==> src/rtl/primegen_tbl_if.sv <==
// Handshake/result bundle for primegen_tbl: go request in, ready/error/res/idx out.
// The generator drives the slave side; the requester drives the master side.
interface primegen_tbl_if #(
  parameter int WIDTH = 16,
  parameter int IDXW  = 16
);
  logic             go;
  logic             ready;
  logic             error;
  logic [WIDTH-1:0] res;
  logic [IDXW-1:0]  idx;

  modport master (output go, input ready, error, res, idx);
  modport slave  (input go, output ready, error, res, idx);
endinterface

==> src/rtl/primegen_tbl.sv <==
// Next-prime generator: trial division by a table of odd primes via a bit-serial divider.
// 1->2->3 update in place; other steps take 1 cycle per CHECK + WIDTH per DIV; go ignored while busy.
module primegen_tbl #(
  parameter int WIDTH = 16,
  parameter int DEPTH = 32,
  parameter int IDXW  = 16
) (
  input  logic            clk,
  input  logic            rst_n,
  primegen_tbl_if.slave   bus
);

  localparam int KW = $clog2(DEPTH + 1);
  localparam int TW = (DEPTH > 1) ? $clog2(DEPTH) : 1;
  localparam int SW = (WIDTH > 1) ? $clog2(WIDTH) : 1;

  typedef enum logic [1:0] {S_IDLE, S_CHECK, S_DIV, S_ERR} state_t;

  state_t           r_state, w_state_nxt;
  logic [WIDTH-1:0] r_res, w_res_nxt;
  logic [IDXW-1:0]  r_idx, w_idx_nxt;
  logic [WIDTH-1:0] r_cand, w_cand_nxt;
  logic [KW-1:0]    r_k, w_k_nxt;
  logic [KW-1:0]    r_cnt, w_cnt_nxt;
  logic             r_ready, w_ready_nxt;
  logic             r_error, w_error_nxt;

  logic [WIDTH-1:0] r_dvd;
  logic [WIDTH-1:0] r_rem;
  logic [WIDTH-1:0] r_dvs;
  logic [SW-1:0]    r_step;

  logic [WIDTH-1:0] r_tbl [DEPTH];

  logic             w_div_ld;
  logic             w_tbl_we;
  logic [TW-1:0]    w_tbl_wa;
  logic [WIDTH-1:0] w_tbl_wd;

  logic [WIDTH-1:0]   w_p;
  logic [2*WIDTH-1:0] w_psq;
  logic               w_prime;
  logic [WIDTH:0]     w_res_p2;
  logic [WIDTH:0]     w_cand_p2;
  logic [WIDTH:0]     w_rem_sh;
  logic [WIDTH:0]     w_rem_df;
  logic               w_ge;
  logic [WIDTH-1:0]   w_rem_nxt;
  logic               w_last;

  // k can reach DEPTH once the table is full; never index past the array.
  always_comb begin
    w_p = '0;
    if (r_k < KW'(DEPTH)) w_p = r_tbl[r_k[TW-1:0]];
  end

  assign w_psq     = {{WIDTH{1'b0}}, w_p} * {{WIDTH{1'b0}}, w_p};
  assign w_prime   = w_psq > {{WIDTH{1'b0}}, r_cand};
  assign w_res_p2  = {1'b0, r_res} + (WIDTH+1)'(2);
  assign w_cand_p2 = {1'b0, r_cand} + (WIDTH+1)'(2);

  // One restoring-division step: shift in the next dividend bit, subtract if it fits.
  assign w_rem_sh  = {r_rem, r_dvd[WIDTH-1]};
  assign w_rem_df  = w_rem_sh - {1'b0, r_dvs};
  assign w_ge      = (w_rem_sh >= {1'b0, r_dvs});
  assign w_rem_nxt = w_ge ? w_rem_df[WIDTH-1:0] : w_rem_sh[WIDTH-1:0];
  assign w_last    = (r_step == SW'(WIDTH - 1));

  always_ff @(posedge clk or negedge rst_n) begin
    if (!rst_n) r_state <= S_IDLE;
    else        r_state <= w_state_nxt;
  end

  always_comb begin
    w_state_nxt = r_state;
    w_res_nxt   = r_res;
    w_idx_nxt   = r_idx;
    w_cand_nxt  = r_cand;
    w_k_nxt     = r_k;
    w_cnt_nxt   = r_cnt;
    w_ready_nxt = r_ready;
    w_error_nxt = r_error;
    w_div_ld    = 1'b0;
    w_tbl_we    = 1'b0;
    w_tbl_wa    = '0;
    w_tbl_wd    = '0;
    case (r_state)
      S_IDLE: begin
        if (bus.go && !r_error) begin
          if (r_res == WIDTH'(1)) begin
            w_res_nxt = WIDTH'(2);
            w_idx_nxt = r_idx + IDXW'(1);
          end else if (r_res == WIDTH'(2)) begin
            w_res_nxt = WIDTH'(3);
            w_idx_nxt = r_idx + IDXW'(1);
            w_tbl_we  = 1'b1;
            w_tbl_wd  = WIDTH'(3);
            w_cnt_nxt = KW'(1);
          end else if (w_res_p2[WIDTH]) begin
            w_state_nxt = S_ERR;
            w_error_nxt = 1'b1;
          end else begin
            w_cand_nxt  = w_res_p2[WIDTH-1:0];
            w_k_nxt     = '0;
            w_ready_nxt = 1'b0;
            w_state_nxt = S_CHECK;
          end
        end
      end
      S_CHECK: begin
        if (r_k == r_cnt) begin
          w_state_nxt = S_ERR;
          w_error_nxt = 1'b1;
          w_ready_nxt = 1'b1;
        end else if (w_prime) begin
          w_res_nxt   = r_cand;
          w_idx_nxt   = r_idx + IDXW'(1);
          w_ready_nxt = 1'b1;
          w_state_nxt = S_IDLE;
          if (r_cnt < KW'(DEPTH)) begin
            w_tbl_we  = 1'b1;
            w_tbl_wa  = r_cnt[TW-1:0];
            w_tbl_wd  = r_cand;
            w_cnt_nxt = r_cnt + KW'(1);
          end
        end else begin
          w_div_ld    = 1'b1;
          w_state_nxt = S_DIV;
        end
      end
      S_DIV: begin
        if (w_last) begin
          if (w_rem_nxt != '0) begin
            w_k_nxt     = r_k + KW'(1);
            w_state_nxt = S_CHECK;
          end else if (w_cand_p2[WIDTH]) begin
            w_state_nxt = S_ERR;
            w_error_nxt = 1'b1;
            w_ready_nxt = 1'b1;
          end else begin
            w_cand_nxt  = w_cand_p2[WIDTH-1:0];
            w_k_nxt     = '0;
            w_state_nxt = S_CHECK;
          end
        end
      end
      default: ;
    endcase
  end

  always_ff @(posedge clk or negedge rst_n) begin
    if (!rst_n) begin
      r_res   <= WIDTH'(1);
      r_idx   <= '0;
      r_cand  <= '0;
      r_k     <= '0;
      r_cnt   <= '0;
      r_ready <= 1'b1;
      r_error <= 1'b0;
    end else begin
      r_res   <= w_res_nxt;
      r_idx   <= w_idx_nxt;
      r_cand  <= w_cand_nxt;
      r_k     <= w_k_nxt;
      r_cnt   <= w_cnt_nxt;
      r_ready <= w_ready_nxt;
      r_error <= w_error_nxt;
    end
  end

  always_ff @(posedge clk or negedge rst_n) begin
    if (!rst_n) begin
      r_dvd  <= '0;
      r_rem  <= '0;
      r_dvs  <= '0;
      r_step <= '0;
    end else if (w_div_ld) begin
      r_dvd  <= r_cand;
      r_rem  <= '0;
      r_dvs  <= w_p;
      r_step <= '0;
    end else if (r_state == S_DIV) begin
      r_dvd  <= {r_dvd[WIDTH-2:0], w_ge};
      r_rem  <= w_rem_nxt;
      r_step <= r_step + SW'(1);
    end
  end

  // Entries are only ever appended, so storage needs no reset.
  always_ff @(posedge clk) begin
    if (w_tbl_we) r_tbl[w_tbl_wa] <= w_tbl_wd;
  end

  assign bus.ready = r_ready;
  assign bus.error = r_error;
  assign bus.res   = r_res;
  assign bus.idx   = r_idx;

endmodule

==> src/flat_wrapper.sv <==
// flat-port wrapper written by rule: the top's interface ports become plain ports
module primegen_tbl_flat 
#(
  parameter int WIDTH = 16,
  parameter int DEPTH = 32,
  parameter int IDXW  = 16
)
  (clk, rst_n, bus_go, bus_ready, bus_error, bus_res, bus_idx);
  primegen_tbl_if #(.WIDTH(WIDTH), .IDXW(IDXW)) bus_i ();
  input  logic clk;
  input  logic rst_n;
  input wire logic [$bits(bus_i.go)-1:0] bus_go;
  output wire logic [$bits(bus_i.ready)-1:0] bus_ready;
  output wire logic [$bits(bus_i.error)-1:0] bus_error;
  output wire logic [$bits(bus_i.res)-1:0] bus_res;
  output wire logic [$bits(bus_i.idx)-1:0] bus_idx;
  assign bus_i.go = bus_go;
  assign bus_ready = bus_i.ready;
  assign bus_error = bus_i.error;
  assign bus_res = bus_i.res;
  assign bus_idx = bus_i.idx;
  primegen_tbl #(.WIDTH(WIDTH), .DEPTH(DEPTH), .IDXW(IDXW)) u_core (.clk(clk), .rst_n(rst_n), .bus(bus_i));
endmodule
==> config.mk <==
export PLATFORM = sky130hd
export DESIGN_NAME = primegen_tbl_flat
export DESIGN_NICKNAME = d
export VERILOG_FILES = /design/src/rtl/primegen_tbl_if.sv /design/src/rtl/primegen_tbl.sv /design/src/flat_wrapper.sv
export SDC_FILE = /design/constraint.sdc
export NUM_CORES = 1
export LEC_CHECK = 0
export ABC_AREA = 1
export ABC_CLOCK_PERIOD_IN_PS = 10300
export CORE_ASPECT_RATIO = 1.4
export CORE_MARGIN = 5
export CORE_UTILIZATION = 30
export DETAILED_ROUTE_END_ITERATION = 8
export PLACE_DENSITY = 0.45
export SYNTH_ARGS = -nofsm -noshare
export SYNTH_HDL_FRONTEND = slang
export SYNTH_SLANG_ARGS = --single-unit
==> constraint.sdc <==
create_clock -name clk -period 10.3 [get_ports clk]
set_input_delay 2.06 -clock clk [delete_from_list [all_inputs] [get_ports clk]]
set_output_delay 2.06 -clock clk [all_outputs]
set_load 0.03 [all_outputs]
==> results_dict.tcl, run 1 <==
set metrics [dict create \
    outcome "completed" \
    area.sequential_sq_mm 0.0183 \
    io_buffers 36 \
    grt_pass1_wl_mm 171 \
    grt_overflow 0 \
    path_class "reg -> reg" \
    final_util 0.345 \
    clock_skew_ns 0.0295 \
    cp-start-kind "register" \
    drv_slew 0 \
    ys_seq_elements 628 \
    slowest_stage "fa_1" \
    cp_slowest_stage_delay_ns 0.55 \
    clk_path_buf_depth 3 \
    syn_nets 3909 \
    dieHeight_um 418 \
    max_cap_violations 0 \
    avgRoutedWirePerCell_um 21.6 \
    fin_tns_setup_ns 0 \
    cts_resized 0 \
    synth_mux_area_frac 0.000597 \
    antenna_found_initial 0 \
    clock-sinks 628 \
    fmax_mhz 103 \
    path_clk_slew_ns 0.06 \
    gp_congestion 0.915 \
    grt_usage 0.180 \
    syn2layout_area_growth_pct 14.2 \
    power_per_cell_area_mw_per_mm2 125 \
    path_depth 40 \
    min_path_cells 2 \
    ir_drop_v 0.0000943 \
    period_needed_ns 9.69 \
    synth_seq_area_share 0.513 \
    netlist_top_cells_area "edfxtp_1, fa_1, dfrtp_1" \
    cts_root_buffer "clkbuf_16" \
    diodes 0 \
    relSlewSlack 0.356 \
    async_flop_share 0.185 \
    cp_max_fo 71 \
    cts-hold-fix-buffers 0 \
    coreArea_sq_mm 0.118 \
    io_pins 37 \
    dp.cells 5201 \
    drive_gt1_frac 0.0950 \
    grt_max_degree 74 \
    num_rows 149 \
    netlist_instances 3606 \
    hold_path_class "reg -> reg" \
    drcViolationCount 0 \
    synth_top_area_frac 0.431 \
    critPathBufInv 8 \
    multi_input_area_sq_mm 0.0151 \
    ys_types 58 \
    r2r-start "u_core.r_k[0]" \
    htreeDepth 3 \
    rrSetupSlack_ns 0.61 \
    wl_mm 115 \
    layout.cells.non_filler 5320 \
    clkLatencyLatePin_ns 0.66 \
    synth_ff_type "edfxtp_1" \
    die_w_um 301 \
    setup_viol 0 \
    worstMarginPinSlew_ns 0.964 \
    synth_area_sq_mm 0.0356 \
    reg2reg_depth 40 \
    worstReg2RegEnd "u_core.r_tbl[6][14]" \
    synth_top_family_by_area "simple AND/OR/NAND/NOR gates" \
    place_hpwl_mm 79.4 \
    fin_crit_sh 0.941 \
    worstPathArrival_ns 10.05 \
    synth_edf_count 512 \
    min_from "u_core.bus.ready" \
    dr_total_vias 26000 \
    drtAntennaViolNets 0 \
    synthSimpleGateAreaFrac 0.171 \
    synth_top_cell_by_area "edfxtp_1" \
    endpoint_kind "register" \
    nets 3989 \
    ys_warn_count 0 \
    fill_cells 12000 \
    drt_first_iter_violations 1678 \
    cts_setup_buffers 0 \
    yosysMostFrequentCell "nand2_1" \
    dr.pass1.iters 5 \
    crit_family "adder cells" \
    hold_end "u_core.bus.ready" \
    grt_pass1_vias 26800 \
    start_util 0.302 \
    cts_buffers 67 \
    p_leak_nw 17.9 \
    synth_compound_area_frac 0.0961 \
    avgSynthCellArea_sq_um 9.89 \
    synth_xor_xnor_area_share 0.0125 \
    synthTopCellsByCount "nand2_1, edfxtp_1, nor2_1" \
    crit_required_ns 10.65 \
    hold_viol_final 0 \
    die_area_sq_mm 0.126 \
    synthAdderAreaFrac 0.140 \
    cts_tree "built" \
    avgViaCountPerCell 4.89 \
]
-- how the worst max path moves through the flow --
stage / from / to / slack, ns
floorplan: u_core.r_k[0] / u_core.r_tbl[0][1] / 0.94
finish: u_core.r_k[0] / u_core.r_tbl[6][14] / 0.61
detailed placement: u_core.r_k[1] / u_core.r_tbl[23][11] / 0.29
global route: u_core.r_k[0] / u_core.r_tbl[19][2] / -0.003
CTS: u_core.r_k[1] / u_core.r_tbl[0][15] / 0.27
global placement: u_core.r_k[0] / u_core.r_tbl[23][8] / 0.29
-- metal layers --
metal | up-vias | GRT usage | wire [um]
li1 | 12400 | - | -
met1 | 13000 | 0.208 | 45100
met2 | 489 | 0.336 | 61100
met3 | 171 | 0.0186 | 3570
met4 | 0 | 0.0768 | 5020
met5 | - | 0 | 0
-- per-stage QoR --
step / worst slack (ns) / instance area (sq um) / hold WS (ns) / total power, mW
4_1_cts: 0.269 / 40600 / 0.481 / 5.17
2_1_floorplan: 0.937 / 35600 / 0.453 / 2.76
6_report: 0.607 / 40700 / 0.480 / 5.10
3_3_place_gp: 0.287 / 38500 / 0.465 / 2.78
3_5_place_dp: 0.286 / 38500 / 0.471 / 2.78
5_1_grt: -0.00274 / 40700 / 0.495 / 5.27
-- worst min-delay path: stages, from the launching register on --
cell and delay (ns):
dfstp_2 0.38, nand2_1 0.06, nand2_1 0.04
-- report_power, final --
part	switching [mW]	internal (mW)	total [mW]
clock	1.06	1.31	2.37
combinational	0.00954	0.000793	0.0103
sequential	0	2.71	2.71
-- layout make-up --
| type | instances | share of cell area |
|---|---|---|
| flip-flops and latches | 628 | 0.449 |
| multi-input cells | 2389 | 0.371 |
| well taps | 1585 | 0.0487 |
| clock buffers | 81 | 0.0433 |
| inverters | 430 | 0.0404 |
| repair buffers | 170 | 0.0387 |
| clock inverters | 37 | 0.00845 |
-- flip-flops by register name, indices dropped and copies added (netlist names) --
register / cells
u_core.r_rem: 16
u_core.bus.ready: 1
u_core.r_cand: 16
u_core.bus.idx: 16
u_core.bus.res: 16
u_core.r_step: 4
u_core.r_tbl: 512
u_core.r_dvs: 16
u_core.r_state: 2
u_core.r_k: 6
u_core.r_dvd: 16
u_core.r_cnt: 6
u_core.bus.error: 1
-- cells in the final DEF, fill, tap and decap left out, types with 7 or more instances in the layout --
cell and n:
nor2_2 43, o21ai_1 38, o21ai_0 304, clkbuf_1 12, edfxtp_1 512, buf_4 119
nand3_2 8, dfrtp_1 111, nand3_1 200, nand3b_1 7, clkinv_1 17, clkinv_2 15
inv_1 412, clkbuf_16 69, buf_12 12, nand2_1 600, o22ai_1 75, nand2_2 16
nor4_1 7, xor2_1 34, o221ai_1 44, a21o_1 7, ha_1 136, clkdlybuf4s50_1 35
xnor2_1 17, nor3_1 18, o211ai_1 21, a21oi_1 66, o21ai_2 17, nor2_1 461
nand4_1 62, fa_1 163
-- logic make-up after synthesis --
kind of cell / after synthesis
and+or+nand+nor: 1442
DFF: 628
AOI/OAI and AO/OA: 594
xor gates and xnor gates: 51
adders and majority gates: 300
muxes: 2
buffers and inverters: 589
Power figures use the tool's default switching activity.
==> run 2: changes to the inputs <==
--- a/config.mk
+++ b/config.mk
@@ -11,6 +11,7 @@
 export CORE_MARGIN = 5
 export CORE_UTILIZATION = 30
 export DETAILED_ROUTE_END_ITERATION = 8
+export GPL_TIMING_DRIVEN = 1
 export PLACE_DENSITY = 0.45
 export SYNTH_ARGS = -nofsm -noshare
 export SYNTH_HDL_FRONTEND = slang
==> results of run 2 <==
The final DEF is identical to that of run 1; final timing and power are the same.
==> run 3: changes to the inputs <==
--- a/config.mk
+++ b/config.mk
@@ -5,7 +5,7 @@
 export SDC_FILE = /design/constraint.sdc
 export NUM_CORES = 1
 export LEC_CHECK = 0
-export ABC_AREA = 1
+export ABC_AREA = 0
 export ABC_CLOCK_PERIOD_IN_PS = 10300
 export CORE_ASPECT_RATIO = 1.4
 export CORE_MARGIN = 5
==> run 3 against run 2 <==
Effect of this change: area after synthesis decreased by 3.1%; register-to-register slack got worse by 0.33 ns; first-iteration DRC count decreased by 28%; non-clock buffer count increased by 36; cell area increased by 0.63%; critical path depth decreased by 8; clock skew about the same; synthesized cell count decreased by 31%; critical path type unchanged.
==> results_dict.tcl, run 3 <==
set metrics [dict create \
    synth_area_sq_mm 0.0346 \
    synth_compound_area_frac 0.0579 \
    netlist_instances 2501 \
    syn_nets 2804 \
    clkLatencyLatePin_ns 0.64 \
    endpoint_kind "register" \
    outcome "completed" \
    cpMostUsedCell "fa_1" \
    diodes 0 \
    yosysMostFrequentCell "edfxtp_1" \
    io_buffers 36 \
    path_class "reg -> reg" \
    synth_top_cell_by_area "edfxtp_1" \
    ys_warn_count 0 \
    dp.cells 4042 \
    grt_pass1_vias 22500 \
    max_cap_violations 0 \
    final_common_cell "edfxtp_1" \
    synth_xor_xnor_area_share 0.0194 \
    worstMarginPinSlew_ns 1.02 \
    ys_types 87 \
    num_rows 147 \
    cts_root_buffer "clkbuf_16" \
    avgRoutedWirePerCell_um 22.3 \
    grt_pass1_wl_mm 141 \
    async_flop_share 0.185 \
    synth_seq_area_share 0.529 \
    grt_overflow 0 \
    worstPathArrival_ns 10.35 \
    fmax_mhz 99.8 \
    dieHeight_um 412 \
    layout_common_cells "edfxtp_1, inv_1, nand2_1" \
    placed_area_sq_mm 0.0380 \
    clock-sinks 628 \
    gp_congestion 0.820 \
    synth_top_family_by_area "adder cells" \
    layout.cells.non_filler 4210 \
    synth_ff_type "edfxtp_1" \
    die_area_sq_mm 0.122 \
    wl_mm 93.7 \
    setup_viol 0 \
    place_hpwl_mm 65.4 \
    avgSynthCellArea_sq_um 13.8 \
    fin_crit_sh 0.973 \
    final_area_sq_mm 0.0410 \
    fill_cells 11000 \
    cp_max_fo 15 \
    nets 2967 \
    synthTopCellsByCount "edfxtp_1, inv_1, nand2_1" \
    io_pins 37 \
    slowest_stage "dfrtp_4" \
    rrSetupSlack_ns 0.28 \
    cp-start-kind "register" \
    synth_edf_count 512 \
    drv_slew 0 \
    antenna_found_initial 0 \
    synthAdderAreaFrac 0.144 \
    largest_reg_flops 512 \
    hold_path_class "reg -> reg" \
    syn2layout_area_growth_pct 18.5 \
    path_clk_slew_ns 0.06 \
    crit_required_ns 10.63 \
    relSlewSlack 0.317 \
    grt_max_degree 76 \
    drtAntennaViolNets 0 \
    ys_seq_elements 628 \
    cts_tree "built" \
    cp_slowest_stage_delay_ns 0.54 \
    drive_gt1_frac 0.193 \
    drt_first_iter_violations 1211 \
    synth_mux_area_frac 0.118 \
    start_util 0.302 \
    period_needed_ns 10.02 \
    netlist_top_cells_area "edfxtp_1, mux4_2, fa_1" \
    avgViaCountPerCell 4.92 \
    final_util 0.357 \
    regMostFlops "u_core.r_tbl" \
    synthSimpleGateAreaFrac 0.0834 \
    dr_total_vias 20700 \
    synth_top_area_frac 0.445 \
    htreeDepth 3 \
    clk_path_buf_depth 3 \
    cts_buffers 71 \
    clock_skew_ns 0.0291 \
    die_w_um 297 \
    drcViolationCount 0 \
    grt_usage 0.150 \
    hold_viol_final 0 \
    dr.pass1.iters 5 \
    coreArea_sq_mm 0.115 \
]
[run 3: cell count changes after synthesis, moves of 40 or more]
cell,previous run,this run
nand3_1,200,31
nor2_1,499,153
o221ai_1,44,1
o22ai_1,75,13
inv_1,412,271
mux2i_1,1,46
mux4_2,0,145
and2_1,0,42
o21ai_0,305,56
nand2_1,602,205
nand4_1,62,22
[run 3: kinds of logic (layout without fill, tap and decap cells)]
family / count (synthesis) / after routing
AO/OA/AOI/OAI: 297 / 297
XOR/XNOR: 75 / 75
adder cells (fa/ha/maj): 300 / 300
buffers and inverters: 389 / 608
flip-flops: 628 / 628
multiplexers: 210 / 210
AND/OR/NAND/NOR: 602 / 602
[run 3: stage by stage]
stage                     hold WS, ns  setup TNS [ns]  worst slack [ns]
final                           0.472               0             0.278
after global routing            0.495          -0.189           -0.0339
after CTS                       0.477               0           0.00205
after detailed placement        0.463          -35.94            -0.161
after global placement          0.458           -6.81           -0.0860
after floorplan                 0.488          -10.43           -0.0627
[run 3: worst paths after layout]
path,startpoint,to,cells past startpoint
max,u_core.r_k[0],u_core.r_tbl[0][8],32
min,u_core.bus.idx[15],u_core.bus.idx[15],1
max reg2reg,u_core.r_k[0],u_core.r_tbl[0][8],32
min reg2reg,u_core.bus.idx[15],u_core.bus.idx[15],1
max in group asynchronous,rst_n,u_core.r_k[0],2
min in group asynchronous,rst_n,u_core.r_step[2],1
[run 3: layout make-up]
type	count	area, sq um	area share
tap	1490	1860	0.0455
inverter	273	1020	0.0250
timing repair buffer	206	2560	0.0626
sequential	628	18300	0.447
clock inverter	42	427	0.0104
clock buffer	87	1840	0.0449
multi-input combinational	1484	14900	0.365
[run 3: worst max-delay path: cells and delay by family (launching register included)]
| family | cells | cell delay, ns |
|---|---|---|
| flops | 1 | 0.54 |
| xor+xnor | 1 | 0.37 |
| mux | 3 | 1.35 |
| compound gates | 4 | 0.85 |
| simple gates | 7 | 1.93 |
| buf+inv | 10 | 1.30 |
| fa+ha+maj | 7 | 3.32 |
[run 3: per-layer routing]
layer	GRT usage	wire, um	vias to the layer above
met1	0.176	36800	10800
met3	0.0168	2860	148
met4	0.0470	2970	0
li1	-	-	9404
met5	0	0	-
met2	0.288	51100	386
[run 3: repair_timing]
item / 4_1_cts / 5_1_grt
cloned: 0 / 5
hold buffers: 0 / 0
endpoints found under the setup margin: 551 / 869
buffers inserted: 25 / 9
gates resized for setup: 6 / 21
pin swaps: 15 / 4
endpoints found under the hold margin: 0 / 0
Power of run 3 is not shown: default switching activity piles up to over one toggle a cycle in this logic, so the estimate is an artifact.
